### src/rtl/jtframe_bank_arbiter_if.sv
// Signal bundle between four ROM read slots, the bank arbiter and one SDRAM bank port.
// slave: the arbiter side; master: the side that drives slot requests and controller replies.
interface jtframe_bank_arbiter_if #(
    parameter int AW = 22,
    parameter int DW = 32
);
    logic [4*AW-1:0] slot_addr;
    logic [3:0]      slot_cs;
    logic [3:0]      slot_ok;
    logic [4*DW-1:0] slot_dout;
    logic [AW-1:0]   sdram_addr;
    logic            sdram_rd;
    logic            sdram_ack;
    logic            sdram_rdy;
    logic [DW-1:0]   sdram_dout;

    modport slave (
        input  slot_addr, slot_cs, sdram_ack, sdram_rdy, sdram_dout,
        output slot_ok, slot_dout, sdram_addr, sdram_rd
    );

    modport master (
        output slot_addr, slot_cs, sdram_ack, sdram_rdy, sdram_dout,
        input  slot_ok, slot_dout, sdram_addr, sdram_rd
    );
endinterface

### src/rtl/jtframe_bank_arbiter.sv
// Four ROM read slots, each with a one-word cache, sharing one SDRAM bank port round-robin.
// Define JTFRAME_BANK_ARB_FLUSH_EN to add a flush input that invalidates every slot cache.
module jtframe_bank_arbiter #(
    parameter int AW = 22,
    parameter int DW = 32
) (
    input  logic clk,
    input  logic rst,
`ifdef JTFRAME_BANK_ARB_FLUSH_EN
    input  logic flush,
`endif
    jtframe_bank_arbiter_if.slave bus
);
    typedef enum logic [1:0] {IDLE, WAIT_ACK, WAIT_RDY} state_t;

    state_t          state_reg, state_next;
    logic [1:0]      last_reg;
    logic [AW-1:0]   req_addr_reg;
    logic            sdram_rd_reg;
    logic [3:0]      miss, eligible;
    logic            grant_any;
    logic [1:0]      grant_idx;
    logic [AW-1:0]   grant_addr;
    logic            load_req, fill_en, rd_next;
    logic            flush_now, fill_keep;

`ifdef JTFRAME_BANK_ARB_FLUSH_EN
    // A fetch issued before a flush still finishes on the bus, but its word must not land.
    logic discard_reg;

    always_ff @(posedge clk or posedge rst) begin
        if (rst)
            discard_reg <= 1'b0;
        else if (load_req)
            discard_reg <= 1'b0;
        else if (flush && state_reg != IDLE)
            discard_reg <= 1'b1;
    end

    assign flush_now = flush;
    assign fill_keep = fill_en & ~flush & ~discard_reg;
`else
    assign flush_now = 1'b0;
    assign fill_keep = fill_en;
`endif

    genvar gi;
    generate
        for (gi = 0; gi < 4; gi++) begin : g_slot
            localparam logic [1:0] SLOT = 2'(gi);
            logic [AW-1:0] tag_reg;
            logic [DW-1:0] data_reg;
            logic          valid_reg;
            logic          pend_reg;
            logic          hit;

            assign hit      = bus.slot_cs[gi] & valid_reg & (bus.slot_addr[gi*AW +: AW] == tag_reg);
            assign miss[gi] = bus.slot_cs[gi] & ~hit;
            // A stale pend (miss already gone, e.g. just filled) must never win a grant.
            assign eligible[gi] = pend_reg & miss[gi] & ~flush_now;
            assign bus.slot_ok[gi] = hit;
            assign bus.slot_dout[gi*DW +: DW] = data_reg;

            always_ff @(posedge clk or posedge rst) begin
                if (rst) begin
                    tag_reg   <= '0;
                    data_reg  <= '0;
                    valid_reg <= 1'b0;
                    pend_reg  <= 1'b0;
                end else begin
                    pend_reg <= miss[gi] & ~(load_req && grant_idx == SLOT) & ~flush_now;
                    if (flush_now) begin
                        valid_reg <= 1'b0;
                    end else if (fill_keep && last_reg == SLOT) begin
                        valid_reg <= 1'b1;
                        tag_reg   <= req_addr_reg;
                        data_reg  <= bus.sdram_dout;
                    end
                end
            end
        end
    endgenerate

    // First eligible slot after the last one granted; scanning backwards leaves the nearest one.
    always_comb begin
        logic [1:0] cand;
        cand      = last_reg;
        grant_any = 1'b0;
        grant_idx = last_reg;
        for (int k = 4; k >= 1; k--) begin
            cand = last_reg + 2'(k);
            if (eligible[cand]) begin
                grant_any = 1'b1;
                grant_idx = cand;
            end
        end
    end

    assign grant_addr = bus.slot_addr[grant_idx*AW +: AW];

    always_ff @(posedge clk or posedge rst) begin
        if (rst)
            state_reg <= IDLE;
        else
            state_reg <= state_next;
    end

    always_comb begin
        state_next = state_reg;
        case (state_reg)
            IDLE:     if (grant_any) state_next = WAIT_ACK;
            WAIT_ACK: if (bus.sdram_ack) state_next = bus.sdram_rdy ? IDLE : WAIT_RDY;
            WAIT_RDY: if (bus.sdram_rdy) state_next = IDLE;
            default:  state_next = IDLE;
        endcase
    end

    always_comb begin
        load_req = 1'b0;
        fill_en  = 1'b0;
        rd_next  = 1'b0;
        case (state_reg)
            IDLE: begin
                load_req = grant_any;
                rd_next  = grant_any;
            end
            WAIT_ACK: begin
                rd_next = ~bus.sdram_ack;
                fill_en = bus.sdram_ack & bus.sdram_rdy;
            end
            WAIT_RDY: fill_en = bus.sdram_rdy;
            default: ;
        endcase
    end

    // The bank address and the fill tag are the same latched request address.
    always_ff @(posedge clk or posedge rst) begin
        if (rst) begin
            sdram_rd_reg <= 1'b0;
            req_addr_reg <= '0;
            last_reg     <= 2'd3;
        end else begin
            sdram_rd_reg <= rd_next;
            if (load_req) begin
                req_addr_reg <= grant_addr;
                last_reg     <= grant_idx;
            end
        end
    end

    assign bus.sdram_rd   = sdram_rd_reg;
    assign bus.sdram_addr = req_addr_reg;
endmodule

### src/flat_wrapper.sv
// flat-port wrapper written by rule: the top's interface ports become plain ports
module jtframe_bank_arbiter_flat 
#(
    parameter int AW = 22,
    parameter int DW = 32
)
  (clk, rst, bus_slot_addr, bus_slot_cs, bus_sdram_ack, bus_sdram_rdy, bus_sdram_dout, bus_slot_ok, bus_slot_dout, bus_sdram_addr, bus_sdram_rd);
  jtframe_bank_arbiter_if #(.AW(AW), .DW(DW)) bus_i ();
  input  logic clk;
  input  logic rst;
  input wire logic [$bits(bus_i.slot_addr)-1:0] bus_slot_addr;
  input wire logic [$bits(bus_i.slot_cs)-1:0] bus_slot_cs;
  input wire logic [$bits(bus_i.sdram_ack)-1:0] bus_sdram_ack;
  input wire logic [$bits(bus_i.sdram_rdy)-1:0] bus_sdram_rdy;
  input wire logic [$bits(bus_i.sdram_dout)-1:0] bus_sdram_dout;
  output wire logic [$bits(bus_i.slot_ok)-1:0] bus_slot_ok;
  output wire logic [$bits(bus_i.slot_dout)-1:0] bus_slot_dout;
  output wire logic [$bits(bus_i.sdram_addr)-1:0] bus_sdram_addr;
  output wire logic [$bits(bus_i.sdram_rd)-1:0] bus_sdram_rd;
  assign bus_i.slot_addr = bus_slot_addr;
  assign bus_i.slot_cs = bus_slot_cs;
  assign bus_i.sdram_ack = bus_sdram_ack;
  assign bus_i.sdram_rdy = bus_sdram_rdy;
  assign bus_i.sdram_dout = bus_sdram_dout;
  assign bus_slot_ok = bus_i.slot_ok;
  assign bus_slot_dout = bus_i.slot_dout;
  assign bus_sdram_addr = bus_i.sdram_addr;
  assign bus_sdram_rd = bus_i.sdram_rd;
  jtframe_bank_arbiter #(.AW(AW), .DW(DW)) u_core (.clk(clk), .rst(rst), .bus(bus_i));
endmodule
### config.mk
export PLATFORM = sky130hd
export DESIGN_NAME = jtframe_bank_arbiter_flat
export DESIGN_NICKNAME = d
export VERILOG_FILES = /design/src/rtl/jtframe_bank_arbiter_if.sv /design/src/rtl/jtframe_bank_arbiter.sv /design/src/flat_wrapper.sv
export SDC_FILE = /design/constraint.sdc
export NUM_CORES = 1
export LEC_CHECK = 0
export ABC_CLOCK_PERIOD_IN_PS = 10050
export CAP_MARGIN = 10
export CORE_MARGIN = 2
export CORE_UTILIZATION = 43
export DETAILED_ROUTE_END_ITERATION = 7
export PLACE_DENSITY = 0.7
export SYNTH_ARGS = -nofsm -noshare
export SYNTH_HDL_FRONTEND = slang
export SYNTH_SLANG_ARGS = --single-unit
export TNS_END_PERCENT = 100
### constraint.sdc
create_clock -name clk -period 10.05 [get_ports clk]
set_input_delay 2.01 -clock clk [delete_from_list [all_inputs] [get_ports clk]]
set_output_delay 2.01 -clock clk [all_outputs]
set_load 0.03 [all_outputs]
==> qor.csv <==
stage,metric,value,unit
detailed_routing,drt-total-wl,35300,um
run_status,status,finished clean,
clocking,numCtsBuffers,29,
sta,min_period,6.77,ns
synth,synth.avg_cell_area,13.4,sq um
clocking,hold_buffers,0,
die,rows,60,
synth,ys.flop_type,dfrtp_1,
synth,syn_nets,1000,
detailed_routing,num_vias,8350,
power_and_ir_drop,cellPowerDensity,348,nW/um^2
detailed_routing,wl_per_cell,23.3,um
finish,fin_util,59.0,%
critical_path,worstSetupPathType,in -> out,
synth,synth_compound_area_share,6.89,%
synth,synthSimpleGateAreaFrac,5.61,%
clocking,post-cts-setup-buffer-count,0,
synth,synth.distinct_cells,57,
critical_path,arrival,4.76,ns
synth,ys_ff_latch,251,
grt,antenna_found_initial,7,
critical_path,endpoint_kind,output port,
detailed_routing,antenna_left,0,
synth,synthArstFlopShare,100,%
clocking,cts_max_level,1,
detailed_routing,firstDrtPassIters,4,
critical_path,start_kind,primary input,
finish,drive_gt1_share,26.7,%
synth,yosys.area.top_type,dfrtp_1,
detailed_routing,drc,0,
clocking,cts_tree,built,
clocking,root_buffer,clkbuf_16,
synth,synth_top_family_by_area,multiplexers,
clocking,clock_sinks,251,
place,hpwlAfterDp,24800,um
die,die_area,28300,sq um
synth,synth.most_common_cell,dfrtp_1,
clocking,clk_pin_slew,0.06,ns
finish,final_nets,1276,
synth,ys_seq_area_share,54.1,%
power_and_ir_drop,irDropWorstVdd,216,uV
grt,grt_max_degree,142,
clocking,clk-insertion-delay-late,0.55,ns
finish,fill_cells,2173,
critical_path,critPathMaxFanout,2,
grt,grt_usage,24.6,%
sta,finClkSkew,0.0111,ns
finish,seqCellArea,6280,sq um
synth,synth_top_area_share,53.6,%
sta,worst_pin_slew,0.968,ns
synth,synth_edf_count,0,
place,port_buffers,282,
sta,setup_violations,0,
critical_path,crit_path_cell_trace,clkdlybuf4s50_1 -> xnor2_1 -> nand2_1 -> or3b_2 -> nor4bb_1 -> nand3_1 -> nor3_1 -> clkdlybuf4s50_1,
flow_run,drv_cap,0,
grt,grt-ovfl-total,0,
synth,yosys_warnings,0,
sta,grt_setup_unrepaired,false,
synth,netlist_area,11600,sq um
synth,muxShareOfSynthArea,23.5,%
finish,largest_reg_flops,128,
synth,synthTopCellsByArea,"dfrtp_1 (54%), mux2_2 (21%), xor2_1 (3.8%)",
clocking,cts_resized,0,
sta,maxSlewViolCount,0,
die,boundaryPins,283,
sta,hold_viol_final,0,
sta,tns,0,ns
finish,areaGrowthSynthToFinish,35.7,%
critical_path,worstPathRequired,8.04,ns
place,place.gp.congestion,0.918,
power_and_ir_drop,leakagePower,6.77,nW
synth,synth_xor_area_share,6.79,%
finish,multi_input_area,5070,sq um
clocking,clock_path_buffers,3,
critical_path,crit_top_cell,clkdlybuf4s50_1,
detailed_routing,viasPerCell,5.53,
die,die_h,168,um
sta,min_period_over_period,67.4,%
grt,grt_pass1_wl,53200,um
critical_path,worst_path_largest_cell_delay,0.75,ns
detailed_routing,dr.first_iter.drc_count,503,
sta,max_slew_margin,35.5,%
die,fp.dieW,168,um
synth,synth_cells,865,
sta,fmax,148,MHz
grt,grt_pass1_vias,8800,
finish,design_area,15800,sq um
place,place_area,14700,sq um
synth,yosys.area_share.adder,0.754,%
critical_path,cpMaxStageDelayCell,clkdlybuf4s50_1,
die,start_util,43.5,%
die,core_area,26700,sq um
power_and_ir_drop,power.total,5.49,mW
synth,ys_top_cells_by_count,"dfrtp_1 (249), mux2_2 (216), xor2_1 (50), a211oi_1 (45), xnor2_1 (40)",
hold_path,hp-class,reg -> reg,
[layer usage]
layer	up-vias	routed length (um)	track usage, %	share of wire (%)
met1	4260	14400	30.7	41
met5	-	13	0	0.037
met2	329	16400	39.9	46
li1	3697	-	-	-
met3	62	3330	9.12	9.4
met4	2	1100	7.65	3.1
[final timing paths]
kind,start,to,slack (ns),cells after the start
min,u_core.g_slot[1].valid_reg,u_core.g_slot[1].valid_reg,0.47,1
min in group asynchronous,rst,u_core.g_slot[2].data_reg[22],2.09,2
max,bus_slot_addr[71],bus_slot_ok[3],3.28,8
max reg2reg,u_core.g_slot[3].tag_reg[15],u_core.bus.sdram_addr[16],5.79,10
min reg2reg,u_core.g_slot[1].valid_reg,u_core.g_slot[1].valid_reg,0.47,1
max in group asynchronous,rst,u_core.bus.sdram_addr[8],6.48,3
[final cells by class]
| class | instances | share of cell area [%] |
|---|---|---|
| antenna | 6 | 0.0953 |
| multi-input combinational | 556 | 32.2 |
| sequential | 251 | 39.9 |
| tap | 341 | 2.71 |
| clock buffer | 39 | 5.35 |
| clock inverter | 15 | 1.06 |
| timing repair buffer | 293 | 18.4 |
| inverter | 10 | 0.286 |
[stage by stage]
stage	setup slack [ns]	instances	hold WS, ns
after floorplan	1.14	865	0.439
after global placement	3.36	1451	0.454
after detailed placement	3.34	1451	0.454
after CTS	3.33	1505	0.473
after global routing	3.19	1506	0.489
final	3.28	1511	0.469
[worst max-delay path, delay by kind of cell]
family                 cells  cell delay (ns)
XOR/XNOR                   1             0.32
buffers and inverters      2             1.20
AND/OR/NAND/NOR            5             1.23
[logic make-up after synthesis]
family	after synthesis
DFF	251
muxes	243
and+or+nand+nor	112
AOI/OAI and AO/OA	104
xor gates and xnor gates	90
buffers and inverters	58
adders and majority gates	7
[cells in the final DEF, fill, tap and decap left out, drive strengths merged, types with 5 or more instances in the layout]
master	synthesis	routed
or2	5	5
clkbuf	37	39
nand4	11	11
xor2	50	50
a211oi	50	50
buf	11	11
clkinv	1	10
nor3	9	9
diode	0	6
xnor2	40	40
ha	7	7
a21oi	10	10
dfrtp	249	249
inv	9	10
o21a	22	22
nor2	27	27
mux2	216	216
mux2i	25	25
and4b	5	5
clkdlybuf4s50	0	282
nand2	16	16
nand3	5	5
nor4	15	15
[report_power, final]
| part | switching [mW] | internal [mW] |
|---|---|---|
| registers | 0.324 | 1.47 |
| logic | 1.44 | 1.16 |
| clock network | 0.433 | 0.665 |
| total | 2.20 | 3.29 |
Note: power is estimated with default switching activity, not from simulation.
